===== src/rtl/imem_loader_pkg.sv =====
// Shared definitions for the instruction-memory loader and the instruction memory.
package imem_loader_pkg;

    localparam int IMEM_DEPTH_WORDS = 512;

    typedef enum logic [2:0] {
        ST_IDLE  = 3'd0,
        ST_HDR   = 3'd1,
        ST_DATA  = 3'd2,
        ST_WRITE = 3'd3,
        ST_DONE  = 3'd4,
        ST_ERR   = 3'd5
    } state_e;

    function automatic logic is_busy(input state_e s);
        return (s == ST_HDR) || (s == ST_DATA) || (s == ST_WRITE);
    endfunction

    function automatic logic [31:0] word_addr(input logic [31:0] base, input logic [31:0] idx);
        return base + (idx << 2);
    endfunction

endpackage


===== src/rtl/imem_loader_if.sv =====
// Byte-stream input and memory write port of the loader.
// slave = loader side, master = byte source / memory side.
interface imem_loader_if;
    logic        byte_valid;
    logic [7:0]  byte_data;
    logic        byte_ready;
    logic        wr_en;
    logic [31:0] wr_addr;
    logic [31:0] wr_data;

    modport master (
        output byte_valid,
        output byte_data,
        input  byte_ready,
        input  wr_en,
        input  wr_addr,
        input  wr_data
    );

    modport slave (
        input  byte_valid,
        input  byte_data,
        output byte_ready,
        output wr_en,
        output wr_addr,
        output wr_data
    );
endinterface


===== src/rtl/imem_loader_byte_packer.sv =====
// Assembles four accepted bytes (first byte in [7:0]) into a 32-bit word.
// word/word_full are combinational so the 4th byte is usable in its own cycle.
module imem_loader_byte_packer (
    input  logic        clk,
    input  logic        rst_n,
    input  logic        clr,
    input  logic        accept,
    input  logic [7:0]  byte_in,
    output logic [31:0] word,
    output logic        word_full
);

    logic [23:0] shreg_r;
    logic [1:0]  cnt_r;

    assign word      = {byte_in, shreg_r};
    assign word_full = accept && (cnt_r == 2'd3);

    // Byte shift register and byte counter; partial words survive stalls.
    always_ff @(posedge clk or negedge rst_n) begin
        if (!rst_n) begin
            shreg_r <= 24'd0;
            cnt_r   <= 2'd0;
        end else if (clr) begin
            shreg_r <= 24'd0;
            cnt_r   <= 2'd0;
        end else if (accept) begin
            shreg_r <= {byte_in, shreg_r[23:8]};
            cnt_r   <= cnt_r + 2'd1;
        end
    end

endmodule


===== src/rtl/imem_loader.sv =====
// Streams a length-prefixed little-endian program image into instruction memory,
// holding the CPU in reset while the load is in progress.
module imem_loader
    import imem_loader_pkg::*;
#(
    parameter int          DEPTH_WORDS = IMEM_DEPTH_WORDS,
    parameter logic [31:0] BASE_ADDR   = 32'h0000_0000,
    parameter int          CNT_W       = 10
) (
    input  logic             clk,
    input  logic             rst_n,
    input  logic             start,
    input  logic             abort,
    imem_loader_if.slave     bus,
    output logic             cpu_hold,
    output logic             busy,
    output logic             done,
    output logic             error,
    output logic [CNT_W-1:0] words_written
);

    state_e             state_r;
    state_e             next_state_s;
    logic               start_ok_s;
    logic               accept_s;
    logic [31:0]        word_s;
    logic               word_full_s;
    logic [CNT_W-1:0]   n_r;
    logic [CNT_W-1:0]   words_written_r;
    logic               byte_ready_r;
    logic               wr_en_r;
    logic [31:0]        wr_addr_r;
    logic [31:0]        wr_data_r;
    logic               cpu_hold_r;
    logic               busy_r;
    logic               done_r;
    logic               error_r;

    assign accept_s      = byte_ready_r && bus.byte_valid;
    assign bus.byte_ready = byte_ready_r;
    assign bus.wr_en     = wr_en_r;
    assign bus.wr_addr   = wr_addr_r;
    assign bus.wr_data   = wr_data_r;
    assign cpu_hold      = cpu_hold_r;
    assign busy          = busy_r;
    assign done          = done_r;
    assign error         = error_r;
    assign words_written = words_written_r;

    imem_loader_byte_packer u_packer (
        .clk       (clk),
        .rst_n     (rst_n),
        .clr       (start_ok_s),
        .accept    (accept_s),
        .byte_in   (bus.byte_data),
        .word      (word_s),
        .word_full (word_full_s)
    );

    // Next-state logic; abort beats start whenever a load is active.
    always_comb begin
        next_state_s = state_r;
        start_ok_s   = 1'b0;
        case (state_r)
            ST_IDLE, ST_DONE, ST_ERR: begin
                if (start) begin
                    next_state_s = ST_HDR;
                    start_ok_s   = 1'b1;
                end else begin
                    next_state_s = state_r;
                end
            end
            ST_HDR: begin
                if (abort) begin
                    next_state_s = ST_ERR;
                end else if (word_full_s) begin
                    if (word_s == 32'd0) begin
                        next_state_s = ST_DONE;
                    end else if (word_s > 32'(DEPTH_WORDS)) begin
                        next_state_s = ST_ERR;
                    end else begin
                        next_state_s = ST_DATA;
                    end
                end else begin
                    next_state_s = ST_HDR;
                end
            end
            ST_DATA: begin
                if (abort) begin
                    next_state_s = ST_ERR;
                end else if (word_full_s) begin
                    next_state_s = ST_WRITE;
                end else begin
                    next_state_s = ST_DATA;
                end
            end
            ST_WRITE: begin
                if (abort) begin
                    next_state_s = ST_ERR;
                end else if ((words_written_r + CNT_W'(1)) == n_r) begin
                    next_state_s = ST_DONE;
                end else begin
                    next_state_s = ST_DATA;
                end
            end
            default: begin
                next_state_s = ST_IDLE;
            end
        endcase
    end

    // State register, counters and write port; status flags decode the next state
    // so every output is a flop.
    always_ff @(posedge clk or negedge rst_n) begin
        if (!rst_n) begin
            state_r         <= ST_IDLE;
            n_r             <= '0;
            words_written_r <= '0;
            byte_ready_r    <= 1'b0;
            wr_en_r         <= 1'b0;
            wr_addr_r       <= 32'd0;
            wr_data_r       <= 32'd0;
            cpu_hold_r      <= 1'b0;
            busy_r          <= 1'b0;
            done_r          <= 1'b0;
            error_r         <= 1'b0;
        end else begin
            state_r      <= next_state_s;
            byte_ready_r <= (next_state_s == ST_HDR) || (next_state_s == ST_DATA);
            busy_r       <= is_busy(next_state_s);
            cpu_hold_r   <= is_busy(next_state_s) || (next_state_s == ST_ERR);
            done_r       <= (next_state_s == ST_DONE);
            error_r      <= (next_state_s == ST_ERR);
            wr_en_r      <= (next_state_s == ST_WRITE);
            if (start_ok_s) begin
                n_r             <= '0;
                words_written_r <= '0;
            end else if (state_r == ST_WRITE) begin
                words_written_r <= words_written_r + CNT_W'(1);
            end
            if ((state_r == ST_HDR) && (next_state_s == ST_DATA)) begin
                n_r <= word_s[CNT_W-1:0];
            end
            if ((state_r == ST_DATA) && (next_state_s == ST_WRITE)) begin
                wr_addr_r <= word_addr(BASE_ADDR, 32'(words_written_r));
                wr_data_r <= word_s;
            end
        end
    end

endmodule


===== src/flat_wrapper.sv =====
// flat-port wrapper written by rule: the top's interface ports become plain ports
module imem_loader_flat import imem_loader_pkg::*;
#(
    parameter int          DEPTH_WORDS = IMEM_DEPTH_WORDS,
    parameter logic [31:0] BASE_ADDR   = 32'h0000_0000,
    parameter int          CNT_W       = 10
)
  (clk, rst_n, start, abort, cpu_hold, busy, done, error, words_written, bus_byte_valid, bus_byte_data, bus_byte_ready, bus_wr_en, bus_wr_addr, bus_wr_data);
  imem_loader_if bus_i ();
  input  logic clk;
  input  logic rst_n;
  input  logic start;
  input  logic abort;
  output logic cpu_hold;
  output logic busy;
  output logic done;
  output logic error;
  output logic [CNT_W-1:0] words_written;
  input wire logic [$bits(bus_i.byte_valid)-1:0] bus_byte_valid;
  input wire logic [$bits(bus_i.byte_data)-1:0] bus_byte_data;
  output wire logic [$bits(bus_i.byte_ready)-1:0] bus_byte_ready;
  output wire logic [$bits(bus_i.wr_en)-1:0] bus_wr_en;
  output wire logic [$bits(bus_i.wr_addr)-1:0] bus_wr_addr;
  output wire logic [$bits(bus_i.wr_data)-1:0] bus_wr_data;
  assign bus_i.byte_valid = bus_byte_valid;
  assign bus_i.byte_data = bus_byte_data;
  assign bus_byte_ready = bus_i.byte_ready;
  assign bus_wr_en = bus_i.wr_en;
  assign bus_wr_addr = bus_i.wr_addr;
  assign bus_wr_data = bus_i.wr_data;
  imem_loader #(.DEPTH_WORDS(DEPTH_WORDS), .BASE_ADDR(BASE_ADDR), .CNT_W(CNT_W)) u_core (.clk(clk), .rst_n(rst_n), .start(start), .abort(abort), .bus(bus_i), .cpu_hold(cpu_hold), .busy(busy), .done(done), .error(error), .words_written(words_written));
endmodule

===== config.mk =====
export PLATFORM = sky130hd
export DESIGN_NAME = imem_loader_flat
export DESIGN_NICKNAME = d
export VERILOG_FILES = /design/src/rtl/imem_loader_pkg.sv /design/src/rtl/imem_loader_if.sv /design/src/rtl/imem_loader_byte_packer.sv /design/src/rtl/imem_loader.sv /design/src/flat_wrapper.sv
export SDC_FILE = /design/constraint.sdc
export NUM_CORES = 1
export LEC_CHECK = 0
export ABC_AREA = 1
export CORE_MARGIN = 2
export CORE_UTILIZATION = 40
export DETAILED_ROUTE_END_ITERATION = 8
export PLACE_DENSITY_LB_ADDON = 0.05
export SLEW_MARGIN = 40
export SYNTH_ARGS = -nofsm -noshare
export SYNTH_HDL_FRONTEND = slang
export SYNTH_SLANG_ARGS = --single-unit

===== constraint.sdc =====
create_clock -name clk -period 2.68 [get_ports clk]
set_input_delay 0.268 -clock clk [delete_from_list [all_inputs] [get_ports clk]]
set_output_delay 0.268 -clock clk [all_outputs]
set_load 0.02 [all_outputs]

==> flow_metrics.py, run 1 <==
metrics = {
    "floorplan": {
        "coreArea_sq_um": 11470,
        "die_width_microns": 112.5,
        "io_pins": 93,
        "die_h_microns": 112.5,
        "start_util": 0.4108,
        "rows": 39,
        "dieArea_sq_um": 12660,
    },
    "drt": {
        "drc": 0,
        "routed-via-count": 3720,
        "wirelength_mm": 10.96,
        "first_pass_iters": 4,
        "wl_per_cell_microns": 14.22,
        "final_antenna_net_count": 0,
        "routed_via_density": 4.825,
        "drt_iter0_markers": 131,
    },
    "finish": {
        "postLayoutCoreUtil": 0.5021,
        "final_cells": 771,
        "layout_common_cells": "nand2_1 (110), dfrtp_1 (97), inv_1 (73)",
        "nets": 639,
        "multiInputGateArea_sq_um": 1757,
        "antenna_cells": 0,
        "syn_to_final_growth_pct": 22.23,
        "regArea_sq_um": 2427,
        "mostFrequentLayoutCell": "nand2_1",
        "final_layout_size_suffix_gt1_frac": 0.1146,
        "final.fill_count": 1137,
    },
    "pwr": {
        "power.switching_mw": 1.543,
        "ir_worst_vdd_v": 0.0004266,
        "switching_share": 0.3487,
        "combPwrFrac": 0.269,
        "clkPwrFrac": 0.308,
        "power_density_nw_per_um2": 768.5,
        "power.internal_mw": 2.882,
        "power.leakage_nw": 2.912,
        "seqPwrFrac": 0.423,
        "totalPowerFinal_mw": 4.425,
    },
    "critical_path": {
        "worstSetupEndpointType": "flop",
        "arrival_ns": 2.66,
        "worstSetupPathType": "reg2reg",
        "crit_fanout": 43,
        "required_ns": 2.91,
        "start_kind": "flop",
    },
    "clock_tree": {
        "cts.sinks": 97,
        "cts_tree": "yes",
        "htreeDepth": 3,
        "cts_buffer_depth": 2,
        "clkLatencyLatePin_ns": 0.34,
        "numCtsBuffers": 9,
        "root_buffer": "clkbuf_16",
        "path_clk_slew_ns": 0.06,
    },
    "sta": {
        "hold_viol": 0,
        "slew_viol_final": 0,
        "period_minus_slack_ns": 2.429,
        "fmax_ghz": 0.4117,
        "finalSetupTns_ns": 0,
        "rsz0062_at_grt": "no",
        "slew_headroom": 0.5607,
        "fin_worst_skew_ns": 0.004779,
        "worst_slew_pin_slew_ns": 0.6590,
        "fin_crit_sh": 0.9064,
        "finalSetupViolations": 0,
    },
    "logic_synthesis": {
        "syn_area_sq_um": 4711,
        "synth_seq_cells": 97,
        "avgSynthCellArea_sq_um": 8.519,
        "ys_warn_count": 0,
        "yosysUniqueCellTypes": 35,
        "ys_seq_area_frac": 0.5153,
        "syn_inst": 553,
    },
    "global_routing": {
        "grt_pass1_vias": 3774,
        "grt_pass1_wl_mm": 18.64,
        "track_usage": 0.1820,
        "grt-ovfl-total": 0,
        "grt_max_degree": 51,
        "grt_antenna_before_repair": 0,
    },
    "placement": {
        "dp_hpwl_mm": 7.739,
        "placedCellCount": 755,
        "gp_congestion": 0.8284,
        "portBuffers": 70,
    },
    "min_path": {
        "hold_class": "reg2reg",
    },
    "status": {
        "status": "finished, final reports clean",
    },
    "run": {
        "drv_cap": 0,
    },
}
## kinds of logic after synthesis
group	Yosys count	synth area share
XOR/XNOR	4	0.007438
buffers and inverters	119	0.1286
flip-flops	97	0.5153
adder cells (fa/ha/maj)	2	0.005311
AND/OR/NAND/NOR	255	0.2550
AO/OA/AOI/OAI	75	0.08765
other	1	0.0007960
## power groups by stage
stage / clock network [mW] / registers [mW] / logic [mW]
6_report: 1.36 / 1.87 / 1.19
5_1_grt: 1.46 / 1.90 / 1.36
4_1_cts: 1.40 / 1.87 / 1.21
3_5_place_dp: 0 / 1.90 / 1.20
3_3_place_gp: 0 / 1.90 / 1.19
2_1_floorplan: 0 / 1.88 / 0.806
## path summary, 6_finish.rpt
kind	from	endpoint	slack, ns	cells after the start
worst max-delay path	u_core.words_written[1]	u_core.bus.wr_data[14]	0.25	14
worst min-delay path	u_core.bus.wr_addr[11]	u_core.bus.wr_addr[11]	0.47	2
worst max register to register	u_core.words_written[1]	u_core.bus.wr_data[14]	0.25	14
worst min register to register	u_core.bus.wr_addr[11]	u_core.bus.wr_addr[11]	0.47	2
max in group asynchronous	rst_n	u_core.bus.wr_addr[11]	1.44	3
min in group asynchronous	rst_n	u_core.bus.wr_addr[5]	0.50	2
## synthesized netlist by cell type
cell      count  share of area
nand2_1     110          0.088
dfrtp_1      97           0.52
inv_1        73          0.058
nand3_1      63          0.067
o21ai_0      33          0.035
nand2_2      32          0.042
nor2_1       31          0.025
buf_4        25          0.040
a21oi_1      23          0.024
o22ai_1      14          0.019
clkbuf_1      8         0.0064
buf_2         4         0.0042
nor2_2        4         0.0053
nor4_1        4         0.0053
buf_12        3          0.013
nand3_2       3         0.0064
nand4_1       3         0.0040
xor2_1        3         0.0056
clkinv_1      2         0.0016
ha_1          2         0.0053
inv_2         2         0.0016
a21oi_2       1         0.0019
a22oi_1       1         0.0016
a31oi_1       1         0.0013
a32o_1        1         0.0021
buf_6         1         0.0024
clkbuf_4      1         0.0016
conb_1        1        0.00080
nand2_4       1         0.0024
nand2_8       1         0.0042
nor2_4        1         0.0024
nor3_1        1         0.0011
nor3_2        1         0.0021
o211ai_2      1         0.0027
xnor2_1       1         0.0019
## state kept, by name (all words and copies together), names as in the netlist, 2 cells and up
name	count
u_core.bus.wr_addr	10
u_core.state_r	3
u_core.n_r	10
u_core.bus.wr_data	32
u_core.u_packer.cnt_r	2
u_core.words_written	10
u_core.u_packer.shreg_r	24
## metal layers
metal / up-vias / global-route usage / share of wire
met1: 1768 / 0.2611 / 0.50
met5: - / 0 / 0
met3: 10 / 0.02862 / 0.032
li1: 1871 / - / -
met2: 71 / 0.2859 / 0.46
met4: 0 / 0.05610 / 0.012
## final cells by class
class,instances,share of cell area
Tap cell,143,0.03107
Inverter,77,0.05020
Multi-Input combinational cell,358,0.3051
Clock buffer,10,0.03977
Clock inverter,5,0.01412
Sequential cell,97,0.4216
Timing Repair Buffer,81,0.1382
## critical path, cell delays in order (launching register included)
cell and delay [ns]:
dfrtp_1 0.45, ha_1 0.22, nand2_1 0.11, nor2_2 0.15
nand3_1 0.10, a21oi_1 0.19, nor2_1 0.06, nand2_1 0.05
nor2_1 0.04, nand2_2 0.10, nand3_2 0.10, nand2_4 0.23
nand2_8 0.27, nand2_1 0.14, nand2_1 0.06
## metrics by stage
stage / area [sq um] / setup slack [ns] / hold slack, ns
6_report: 5758 / 0.2508 / 0.4715
3_5_place_dp: 5438 / 0.07729 / 0.3437
2_1_floorplan: 4790 / 0.5696 / -0.02759
4_1_cts: 5758 / 0.2437 / 0.4792
3_3_place_gp: 5438 / 0.1443 / 0.3361
5_1_grt: 5758 / 0.02703 / 0.4936
## repair_timing
item / in CTS / in global routing
hold endpoints to repair: 47 / 0
setup buffers: 0 / 0
gates resized for setup: 0 / 0
hold buffers: 1 / 0
Note: power is estimated with default switching activity, not from simulation.
==> run 2, diff against run 1 <==
--- a/config.mk
+++ b/config.mk
@@ -10,6 +10,7 @@
 export CORE_UTILIZATION = 40
 export DETAILED_ROUTE_END_ITERATION = 8
 export PLACE_DENSITY_LB_ADDON = 0.05
+export RECOVER_POWER = 100
 export SLEW_MARGIN = 40
 export SYNTH_ARGS = -nofsm -noshare
 export SYNTH_HDL_FRONTEND = slang
==> flow_metrics.py, run 2 (synthesis gave the netlist of run 1 again) <==
metrics = {
    "status": {
        "status": "finished, final reports clean",
    },
    "critical_path": {
        "worstSetupPathType": "reg2reg",
        "arrival_ns": 2.62,
        "startpoint": "u_core.state_r[2]",
        "rrSetupSlack_ns": 0.28,
        "r2r_end": "u_core.bus.byte_ready",
        "worstReg2RegStart": "u_core.state_r[2]",
        "start_kind": "flop",
        "crit_fanout": 13,
        "worstSetupEndpointType": "flop",
        "reg2reg_depth": 9,
        "required_ns": 2.90,
    },
    "run": {
        "drv_cap": 0,
    },
    "finish": {
        "final.fill_count": 1166,
        "syn_to_final_growth_pct": 19.97,
        "antenna_cells": 0,
        "layout_common_cells": "nand2_1 (140), dfrtp_1 (97), inv_1 (73)",
        "nets": 639,
        "final_cells": 771,
        "mostFrequentLayoutCell": "nand2_1",
        "largest_register_ffs": 32,
        "final_layout_size_suffix_gt1_frac": 0.05414,
    },
    "global_routing": {
        "grt_antenna_before_repair": 0,
        "grt_pass1_wl_mm": 18.64,
        "use_met2": 0.2859,
        "use_met3": 0.02862,
        "grt-ovfl-total": 0,
        "grt_max_degree": 51,
        "busiest_layer": "met2",
        "use_met1": 0.2611,
        "grt_pass1_vias": 3774,
        "track_usage": 0.1820,
    },
    "floorplan": {
        "start_util": 0.4108,
        "io_pins": 93,
        "die_h_microns": 112.5,
        "dieArea_sq_um": 12660,
        "die_width_microns": 112.5,
        "coreArea_sq_um": 11470,
        "rows": 39,
    },
    "drt": {
        "routed_via_density": 4.844,
        "wirelength_mm": 10.96,
        "final_antenna_net_count": 0,
        "drt_iter0_markers": 169,
        "drc": 0,
        "wl_per_cell_microns": 14.21,
        "routed-via-count": 3735,
        "first_pass_iters": 4,
    },
    "sta": {
        "period_minus_slack_ns": 2.404,
        "fin_worst_skew_ns": 0.003981,
        "slew_headroom": 0.1405,
        "fin_crit_sh": 0.8971,
        "hold_viol": 0,
        "fmax_ghz": 0.4159,
        "slew_viol_final": 0,
        "rsz0062_at_grt": "no",
        "finalSetupTns_ns": 0,
        "finalSetupViolations": 0,
        "worst_slew_pin_slew_ns": 1.289,
    },
    "clock_tree": {
        "root_buffer": "clkbuf_16",
        "cts_setup_buffers": 0,
        "htreeDepth": 3,
        "clkLatencyLatePin_ns": 0.34,
        "cts_buffer_depth": 2,
        "cts_tree": "yes",
        "post_cts_resized": 0,
        "numCtsBuffers": 9,
        "cts.sinks": 97,
        "holdBufCountCts": 1,
        "path_clk_slew_ns": 0.07,
    },
    "pwr": {
        "power.leakage_nw": 3.073,
        "totalPowerFinal_mw": 4.385,
        "power_density_nw_per_um2": 775.8,
        "ir_worst_vdd_v": 0.0004240,
    },
    "min_path": {
        "hp-start": "u_core.bus.wr_addr[9]",
        "hold_end": "u_core.bus.wr_addr[9]",
        "hold_class": "reg2reg",
        "hold_depth": 2,
    },
    "placement": {
        "dp_hpwl_mm": 7.739,
        "gp_congestion": 0.8284,
        "placedCellCount": 755,
        "portBuffers": 70,
    },
}
-- run 2: changes by cell type in the layout (fill, tap and decap cells not counted), sizes merged --
cell,delta
clkdlybuf4s50,-58
dlygate4sd3,+58
buf,-7
clkbuf,+7
clkinv,+1
inv,-1
-- run 2: worst max path at each step --
| stage | slack (ns) | to | cells past startpoint |
|---|---|---|---|
| after floorplan | 0.57 | u_core.bus.wr_addr[7] | 15 |
| after detailed placement | 0.08 | u_core.bus.wr_data[14] | 11 |
| after CTS | 0.24 | u_core.bus.wr_data[14] | 14 |
| after global routing | 0.02 | u_core.bus.wr_data[7] | 14 |
| final | 0.28 | u_core.bus.byte_ready | 9 |
| after global placement | 0.14 | u_core.bus.wr_addr[4] | 11 |
-- run 2: report_power, final --
part	switching (mW)	leakage, nW	internal (mW)
clock	0.546	0.149	0.813
combinational	0.799	1.61	0.356
sequential	0.189	1.31	1.68
-- run 2: routing by layer --
layer | wire, microns | up-vias
met4 | 134 | 0
li1 | - | 1868
met1 | 5368 | 1769
met3 | 434 | 10
met2 | 5022 | 88
met5 | 0 | -
-- run 2: stage by stage --
stage | worst slack (ns) | utilization | hold WS, ns | instance area, sq um
global placement | 0.1443 | 0.4742 | 0.3361 | 5438
CTS | 0.2437 | 0.5021 | 0.4792 | 5758
global route | 0.02300 | 0.4929 | 0.4885 | 5652
floorplan | 0.5696 | - | -0.02759 | 4790
finish | 0.2757 | 0.4929 | 0.4646 | 5652
detailed placement | 0.07729 | 0.4742 | 0.3437 | 5438
-- run 2: cell type report --
class,instances,area (sq um),share of cell area
clock inverters,5,81.33,0.01439
well taps,143,178.9,0.03166
repair buffers,81,772.0,0.1366
multi-input cells,358,1674,0.2962
clock buffers,10,229.0,0.04051
inverters,77,289.0,0.05114
flip-flops and latches,97,2427,0.4295
-- run 2: worst max-delay path, cell delays in order, from the launching register on --
cell,delay (ns)
dfrtp_1,0.42
nor2_1,0.17
clkinv_1,0.11
nor2_2,0.35
a22oi_1,0.16
nand3_2,0.18
clkbuf_1,0.52
inv_1,0.18
nand2_1,0.11
o21ai_0,0.09
